==> config.mk <==
export PLATFORM = sky130hd
export DESIGN_NAME = alu_mc
export DESIGN_NICKNAME = d
export VERILOG_FILES = /design/src/rtl/alu_pkg.sv /design/src/rtl/alu_muldiv_iter.sv /design/src/rtl/alu_mc.sv
export SDC_FILE = /design/constraint.sdc
export NUM_CORES = 1
export LEC_CHECK = 0
export CAP_MARGIN = 20
export CORE_ASPECT_RATIO = 0.75
export CORE_MARGIN = 2
export CORE_UTILIZATION = 38
export DETAILED_ROUTE_END_ITERATION = 10
export SLEW_MARGIN = 20
export SYNTH_ARGS = -nofsm -noshare
export SYNTH_HDL_FRONTEND = slang
export SYNTH_SLANG_ARGS = --single-unit
==> constraint.sdc <==
create_clock -name clk -period 6.55 [get_ports clk]
set_input_delay 0.655 -clock clk [delete_from_list [all_inputs] [get_ports clk]]
set_output_delay 0.655 -clock clk [all_outputs]
set_load 0.005 [all_outputs]
==> src/rtl/alu_pkg.sv <==
// Shared opcode encodings, FSM state type and NZCV flag helper for alu_mc.
package alu_pkg;

    localparam logic [3:0] OP_AND   = 4'b0000;
    localparam logic [3:0] OP_OR    = 4'b0001;
    localparam logic [3:0] OP_ADD   = 4'b0010;
    localparam logic [3:0] OP_SUB   = 4'b0011;
    localparam logic [3:0] OP_SLT   = 4'b0100;
    localparam logic [3:0] OP_SLL   = 4'b0101;
    localparam logic [3:0] OP_SRL   = 4'b0110;
    localparam logic [3:0] OP_XOR   = 4'b0111;
    localparam logic [3:0] OP_NOR   = 4'b1000;
    localparam logic [3:0] OP_NAND  = 4'b1001;
    localparam logic [3:0] OP_SRA   = 4'b1010;
    localparam logic [3:0] OP_SLTU  = 4'b1011;
    localparam logic [3:0] OP_MUL   = 4'b1100;
    localparam logic [3:0] OP_MULHU = 4'b1101;
    localparam logic [3:0] OP_DIVU  = 4'b1110;
    localparam logic [3:0] OP_REMU  = 4'b1111;

    typedef enum logic [1:0] {
        ST_IDLE = 2'd0,
        ST_BUSY = 2'd1,
        ST_DONE = 2'd2
    } state_t;

    // Returns {N,Z,C,V}; C and V are only meaningful for ADD/SUB.
    function automatic logic [3:0] calc_nzcv(
        input logic res_msb,
        input logic res_zero,
        input logic is_add,
        input logic is_sub,
        input logic a_msb,
        input logic b_msb,
        input logic carry
    );
        logic v;
        v = 1'b0;
        if (is_add)
            v = (a_msb == b_msb) && (res_msb != a_msb);
        else if (is_sub)
            v = (a_msb != b_msb) && (res_msb != a_msb);
        return {res_msb, res_zero, (is_add || is_sub) ? carry : 1'b0, v};
    endfunction

endpackage

==> src/rtl/alu_muldiv_iter.sv <==
// W-step shift-add multiplier / restoring divider sharing one 2W accumulator.
// Result lo = product low / quotient, hi = product high / remainder.
module alu_muldiv_iter
    import alu_pkg::*;
#(
    parameter int W = 32
) (
    input  logic         clk,
    input  logic         rst_n,
    input  logic         i_start,
    input  logic         i_div,
    input  logic [W-1:0] i_a,
    input  logic [W-1:0] i_b,
    output logic         o_done,
    output logic [W-1:0] o_lo,
    output logic [W-1:0] o_hi
);

    localparam int CW = $clog2(W);

    logic           r_run;
    logic [CW-1:0]  r_cnt;
    logic           r_div;
    logic [W-1:0]   r_b;
    logic [2*W-1:0] r_acc;

    logic [W:0]     w_mul_sum;
    logic [W:0]     w_rem_sh;
    logic [W:0]     w_rem_sub;
    logic [2*W-1:0] w_acc_nxt;

    always_comb begin
        w_mul_sum = {1'b0, r_acc[2*W-1:W]} + (r_acc[0] ? {1'b0, r_b} : '0);
        w_rem_sh  = r_acc[2*W-1:W-1];
        w_rem_sub = w_rem_sh - {1'b0, r_b};
        w_acc_nxt = {w_mul_sum, r_acc[W-1:1]};
        // Remainder sits in the upper half, quotient bits shift in at the bottom.
        if (r_div) begin
            if (w_rem_sh >= {1'b0, r_b})
                w_acc_nxt = {w_rem_sub[W-1:0], r_acc[W-2:0], 1'b1};
            else
                w_acc_nxt = {w_rem_sh[W-1:0], r_acc[W-2:0], 1'b0};
        end
    end

    always_ff @(posedge clk or negedge rst_n) begin
        if (!rst_n) begin
            r_run <= 1'b0;
            r_cnt <= '0;
        end else if (i_start) begin
            r_run <= 1'b1;
            r_cnt <= CW'(W - 1);
        end else if (r_run) begin
            if (r_cnt == '0)
                r_run <= 1'b0;
            else
                r_cnt <= r_cnt - 1'b1;
        end
    end

    always_ff @(posedge clk) begin
        if (i_start) begin
            r_acc <= {{W{1'b0}}, i_a};
            r_b   <= i_b;
            r_div <= i_div;
        end else if (r_run) begin
            r_acc <= w_acc_nxt;
        end
    end

    // Final step result is taken straight from the next-state value.
    assign o_done = r_run && (r_cnt == '0);
    assign o_lo   = w_acc_nxt[W-1:0];
    assign o_hi   = w_acc_nxt[2*W-1:W];

endmodule

==> src/rtl/alu_mc.sv <==
// Multi-cycle ALU with valid/ready handshake and registered result/NZCV flags.
// Define ALU_MULDIV_EN to enable iterative MUL/MULHU/DIVU/REMU (opcodes 1100-1111).
module alu_mc
    import alu_pkg::*;
#(
    parameter int W = 32
) (
    input  logic         clk,
    input  logic         rst_n,
    input  logic         in_valid,
    output logic         in_ready,
    input  logic [W-1:0] I1,
    input  logic [W-1:0] I2,
    input  logic [3:0]   alu_ctr,
    output logic         out_valid,
    input  logic         out_ready,
    output logic [W-1:0] out,
    output logic         N_flag,
    output logic         Z_flag,
    output logic         C_flag,
    output logic         V_flag,
    output logic         busy
);

    localparam int SHW = $clog2(W);

    state_t         r_state;
    logic [W-1:0]   r_out;
    logic [3:0]     r_nzcv;

    logic [W:0]     w_sum;
    logic [W:0]     w_diff;
    logic [W-1:0]   w_res;
    logic           w_carry;
    logic [SHW-1:0] w_shamt;
    logic [3:0]     w_flags;
    logic           w_is_md;

    always_comb begin
        w_shamt = I2[SHW-1:0];
        w_sum   = {1'b0, I1} + {1'b0, I2};
        w_diff  = {1'b0, I1} - {1'b0, I2};
        w_res   = '0;
        w_carry = 1'b0;
        case (alu_ctr)
            OP_AND:  w_res = I1 & I2;
            OP_OR:   w_res = I1 | I2;
            OP_ADD:  begin w_res = w_sum[W-1:0];  w_carry = w_sum[W];  end
            OP_SUB:  begin w_res = w_diff[W-1:0]; w_carry = w_diff[W]; end
            OP_SLT:  w_res[0] = ($signed(I1) < $signed(I2));
            OP_SLL:  w_res = I1 << w_shamt;
            OP_SRL:  w_res = I1 >> w_shamt;
            OP_XOR:  w_res = I1 ^ I2;
            OP_NOR:  w_res = ~(I1 | I2);
            OP_NAND: w_res = ~(I1 & I2);
            OP_SRA:  w_res = $signed(I1) >>> w_shamt;
            OP_SLTU: w_res[0] = (I1 < I2);
            default: w_res = '0;
        endcase
        w_flags = calc_nzcv(w_res[W-1], w_res == '0, alu_ctr == OP_ADD,
                            alu_ctr == OP_SUB, I1[W-1], I2[W-1], w_carry);
    end

`ifdef ALU_MULDIV_EN
    logic         r_sel_hi;
    logic         w_md_done;
    logic [W-1:0] w_md_lo;
    logic [W-1:0] w_md_hi;
    logic [W-1:0] w_md_res;

    assign w_is_md  = (alu_ctr[3:2] == 2'b11);
    assign w_md_res = r_sel_hi ? w_md_hi : w_md_lo;

    alu_muldiv_iter #(.W(W)) u_muldiv (
        .clk     (clk),
        .rst_n   (rst_n),
        .i_start (in_valid && (r_state == ST_IDLE) && w_is_md),
        .i_div   (alu_ctr[1]),
        .i_a     (I1),
        .i_b     (I2),
        .o_done  (w_md_done),
        .o_lo    (w_md_lo),
        .o_hi    (w_md_hi)
    );

    // MULHU and REMU both take the upper accumulator half.
    always_ff @(posedge clk) begin
        if (in_valid && (r_state == ST_IDLE))
            r_sel_hi <= alu_ctr[0];
    end

    assign busy = (r_state == ST_BUSY);
`else
    assign w_is_md = 1'b0;
    assign busy    = 1'b0;
`endif

    always_ff @(posedge clk or negedge rst_n) begin
        if (!rst_n) begin
            r_state <= ST_IDLE;
            r_out   <= '0;
            r_nzcv  <= '0;
        end else begin
            case (r_state)
                ST_IDLE: begin
                    if (in_valid) begin
                        if (w_is_md) begin
                            r_state <= ST_BUSY;
                        end else begin
                            r_state <= ST_DONE;
                            r_out   <= w_res;
                            r_nzcv  <= w_flags;
                        end
                    end
                end
`ifdef ALU_MULDIV_EN
                ST_BUSY: begin
                    if (w_md_done) begin
                        r_state <= ST_DONE;
                        r_out   <= w_md_res;
                        r_nzcv  <= calc_nzcv(w_md_res[W-1], w_md_res == '0,
                                             1'b0, 1'b0, 1'b0, 1'b0, 1'b0);
                    end
                end
`endif
                ST_DONE: begin
                    if (out_ready)
                        r_state <= ST_IDLE;
                end
                default: r_state <= ST_IDLE;
            endcase
        end
    end

    assign in_ready  = (r_state == ST_IDLE);
    assign out_valid = (r_state == ST_DONE);
    assign out       = r_out;
    assign N_flag    = r_nzcv[3];
    assign Z_flag    = r_nzcv[2];
    assign C_flag    = r_nzcv[1];
    assign V_flag    = r_nzcv[0];

endmodule

==> results.md <==
- The kind of critical path is in2reg.
- The number of hold buffers added after CTS was 0.
- The startpoint of the worst register-to-register path is r_state[1]$_DFFE_PN0P_.
- At the end of the flow, the number of nets in the layout was 1,930.
- Counting along the longest clock path gives a buffer depth of 2.
- The first TritonRoute pass finished after 6 iterations.
- In this run the static leakage power is 5.74 nW.
- The worst setup path is captured at a flip-flop.
- The share of cell area taken by muxes after synthesis is 18.1%.
- For this design the ratio of total power to cell area is 135 mW/mm^2.
- Of the total synthesized cell area, the portion taken by AND, OR, NAND and NOR gates is 20.9%.
- The core region is 0.0313 mm^2.
- Yosys printed 0 warnings.
- For the worst setup path, the data arrival time is 6.01 ns.
- The adder-cell share of the synthesized area is 11.6%.
- The post-placement cell area is 0.0136 mm^2.
- Entering global routing, the biggest net connects 58 pins.
- By count the netlist is led by sky130_fd_sc_hd__nand2_1 (157), sky130_fd_sc_hd__nor2_1 (150), sky130_fd_sc_hd__o21ai_0 (121), sky130_fd_sc_hd__a21oi_1 (110).
- The number of pins exceeding their max-slew limit in the final report came to 0.
- The worst path needs 5.80 ns of the cycle, external delays included.
- The post-detailed-route wirelength per cell is 29.5 um.
- The via count of the first global-routing pass is 13,200.
- The number of setup violations in the final report is 0.
- The number of failing hold endpoints at the final stage is 0.
- The H-tree was split into 2 levels.
- The site row count is 56.
- STA puts the critical path data required time at 6.76 ns.
- The transition at the pin with the smallest max-transition slack is 1.29 ns.
- The kind of start point of the critical path is an input port.
- Cells with a size suffix above 1 make up 11.0% of the layout.
- The share of the synthesized area in compound gates (AO/OA/AOI/OAI) is 32.3%.
- The overall routed net length is 63,500 um.
- The length in cells of the worst reg-to-reg path is 11.
- Setup repair after global routing left no endpoint under its margin.
- The worst hold path belongs to the class in2async.
- The number of violations reported at the end of detailed-routing iteration 0 is 2,008.
- The count of mapped cells out of synthesis is 1,691.
- The worst-case IR drop observed on VDD is 0.000112 V.
- The number of setup buffers added after CTS is 0.
- The floorplan step set the die height to 158 um.
- After synthesis the cells add up to 0.0121 mm^2.
- The filler cell count is 3,309.
- The HPWL after detailed placement is 51,100 um.
- The register bit count reported by yosys is 36.
- The headroom to the max-slew limit is 13.9%.
- The tool flagged a number of max-cap violations equal to 0.
- After layout, the design draws a total of 1.86 mW.
- The primary flip-flop cell chosen by synthesis mapping is sky130_fd_sc_hd__dfrtp_1.
- The worst clock skew on the final layout is 0.00374 ns.
- The most numerous cell in the Yosys netlist is sky130_fd_sc_hd__nand2_1.
- The repair_antennas step left the layout with diodes totalling 0.
- For the final routed database, the setup TNS stands at 0 ns.
- By area the synthesized netlist is led by sky130_fd_sc_hd__ha_1 (11%), sky130_fd_sc_hd__mux2i_1 (8.4%), sky130_fd_sc_hd__dfrtp_1 (7.5%).
- The endpoint identified for the worst register-to-register timing path is r_nzcv[2]$_DFFE_PN0P_.
- The multi-input combinational cells in the finished layout cover a total of 0.0102 mm^2.
- The wire length of the first global-routing pass is 91,900 um.
- The count of antenna-violating nets left after detailed routing is 0.
- The count of buffers added on input and output ports is 109.
- Routability-driven placement finished with a final weighted congestion of 1.04.
- The largest area contributor in the netlist is sky130_fd_sc_hd__ha_1.
- TritonCTS built the clock tree.
- After detailed routing, the number of remaining DRC violations is 0.
- The sequential cells in the finished layout cover a total of 901 um^2.
- The tree is rooted in a sky130_fd_sc_hd__clkbuf_16.
- The post-synthesis area per instance is 7.13 um^2.
- The number of clock sinks seen by CTS is 36.
- The horizontal die dimension is 210 um.
- The latest clock arrival within the worst-skew pair is 0.28 ns.
- Buffers inserted during clock tree synthesis total 5.
- Of the total synthesized cell area, the portion taken by XOR and XNOR cells is 1.31%.
- The number of antenna violations at the first check in global routing is 1.
- The total overflow left after global routing is 0.
- The quantity of gates resized following cts is 0.
- The synthesized netlist contains 90 unique library cells.
- The routed layout has 14,600 vias.
- For this configuration, the core starts out at a cell density of 38.6%.
- The share of synthesized registers carrying an async set or reset is 100%.
- The combinational family with the most area after synthesis is compound AO/OA/AOI/OAI gates.
- The critical path launch point is I1[3].
- The full die area is 0.0332 mm^2.
- Dividing the final minimum period by the clock period gives 88.5%.
- The number of nets produced by synthesis is 1,874.
- The total global routing track utilization is 37.2%.
- The proportion of synthesized chip area in sequential cells is 7.47%.
- The area added between synthesis and finish is 14.4%.
- The critical path ends at r_nzcv[2]$_DFFE_PN0P_.
- The synthesized design contains 0 enable-type register cells.
- The run finished with clean final reports.
- The number of top-level pins is 111.
- Dividing the detail-routed via count by the number of cells gives 6.80.
- Timing would allow up to 0.172 GHz.
- Clock-pin slew was measured on the worst setup and hold paths at 0.06 ns.
- Summing all non-filler instances in the final layout gives an area of 0.0138 mm^2.
- The synthesized design devotes to its leading area cell type 11.3% of total area.
- The internal reg-to-reg setup slack is 3.05 ns.
- The top fanout value on the critical path is 8.
final cells by class:
class / instances / area share, %
Timing Repair Buffer: 182 / 11.6
Multi-Input combinational cell: 1409 / 73.9
Sequential cell: 36 / 6.53
Clock inverter: 2 / 0.254
Inverter: 113 / 3.07
Clock buffer: 6 / 0.934
Tap cell: 406 / 3.68
cells by family (layout without fill, tap and decap cells):
family | count (synthesis) | count (layout)
compound gates | 570 | 570
xor+xnor | 18 | 18
fa+ha+maj | 111 | 111
buf+inv | 246 | 303
flops | 36 | 36
mux | 180 | 180
other cells | 1 | 1
simple gates | 529 | 529
sequential cells by signal, summed over array words and instances (netlist names):
signal,flops
r_state,1
out,32
r_nzcv,3
metal layers:
layer / vias to the layer above / wire [um] / GRT usage (%)
met5: - / 0 / 0
met4: 0 / 1670 / 8.14
met3: 91 / 7010 / 7.95
met2: 917 / 26000 / 54.9
met1: 7136 / 28800 / 55.0
li1: 6496 / - / -
report_power, final:
group / switching, mW / internal [mW] / total [mW]
registers: 0.0293 / 0.275 / 0.304
logic: 0.787 / 0.497 / 1.28
clock network: 0.0931 / 0.179 / 0.272
total: 0.910 / 0.950 / 1.86
how the worst min path moves through the flow:
stage / end / slack [ns] / from / cells after the start
floorplan: out[0]$_DFFE_PN0P_ / 0.36 / rst_n / 0
global placement: out[2]$_DFFE_PN0P_ / 0.47 / out[2]$_DFFE_PN0P_ / 2
detailed placement: out[25]$_DFFE_PN0P_ / 0.47 / out[25]$_DFFE_PN0P_ / 2
CTS: out[25]$_DFFE_PN0P_ / 0.48 / out[25]$_DFFE_PN0P_ / 2
global route: out[25]$_DFFE_PN0P_ / 0.49 / out[25]$_DFFE_PN0P_ / 2
finish: out[2]$_DFFE_PN0P_ / 0.48 / rst_n / 1
worst max-delay path, stage by stage:
cell                              delay (ns)
sky130_fd_sc_hd__clkdlybuf4s50_1        0.68
sky130_fd_sc_hd__inv_1                  0.13
sky130_fd_sc_hd__ha_1                   0.41
sky130_fd_sc_hd__nor2_1                 0.09
sky130_fd_sc_hd__a2111oi_0              0.87
sky130_fd_sc_hd__o21ai_1                0.28
sky130_fd_sc_hd__a41oi_1                0.64
sky130_fd_sc_hd__o211ai_1               0.29
sky130_fd_sc_hd__a221oi_1               0.46
sky130_fd_sc_hd__o221a_2                0.25
sky130_fd_sc_hd__o211ai_1               0.13
sky130_fd_sc_hd__or3b_2                 0.46
sky130_fd_sc_hd__or4_1                  0.50
sky130_fd_sc_hd__o21ai_1                0.14
metrics by stage:
step                hold WS [ns]  setup slack [ns]  std cells  util, %
floorplan                  0.359              1.37       1691        -
global placement           0.465             0.814       2146     43.6
detailed placement         0.471             0.713       2146     43.6
CTS                        0.484             0.988       2154     44.2
global route               0.493             0.571       2154     44.2
finish                     0.476             0.752       2154     44.2
placed cells by master (no fill, tap or decap), types with 9 or more instances in the layout:
cell type,instances
sky130_fd_sc_hd__a2111oi_0,19
sky130_fd_sc_hd__a211o_1,9
sky130_fd_sc_hd__a211oi_1,46
sky130_fd_sc_hd__a21o_1,16
sky130_fd_sc_hd__a21oi_1,110
sky130_fd_sc_hd__a221oi_1,24
sky130_fd_sc_hd__a22oi_1,16
sky130_fd_sc_hd__a31oi_1,16
sky130_fd_sc_hd__and3_1,12
sky130_fd_sc_hd__buf_4,74
sky130_fd_sc_hd__clkdlybuf4s50_1,102
sky130_fd_sc_hd__dfrtp_1,36
sky130_fd_sc_hd__ha_1,109
sky130_fd_sc_hd__inv_1,109
sky130_fd_sc_hd__mux2_2,46
sky130_fd_sc_hd__mux2i_1,101
sky130_fd_sc_hd__mux4_2,24
sky130_fd_sc_hd__nand2_1,156
sky130_fd_sc_hd__nand2b_1,18
sky130_fd_sc_hd__nand3_1,35
sky130_fd_sc_hd__nand4_1,22
sky130_fd_sc_hd__nor2_1,150
sky130_fd_sc_hd__nor2b_1,19
sky130_fd_sc_hd__nor3_1,41
sky130_fd_sc_hd__nor4_1,20
sky130_fd_sc_hd__o211ai_1,31
sky130_fd_sc_hd__o21ai_0,121
sky130_fd_sc_hd__o21bai_1,9
sky130_fd_sc_hd__o221ai_1,11
sky130_fd_sc_hd__o22ai_1,23
sky130_fd_sc_hd__o31ai_1,17
sky130_fd_sc_hd__or2_2,9
sky130_fd_sc_hd__xnor2_1,17
(Power assumes the default switching activity.)
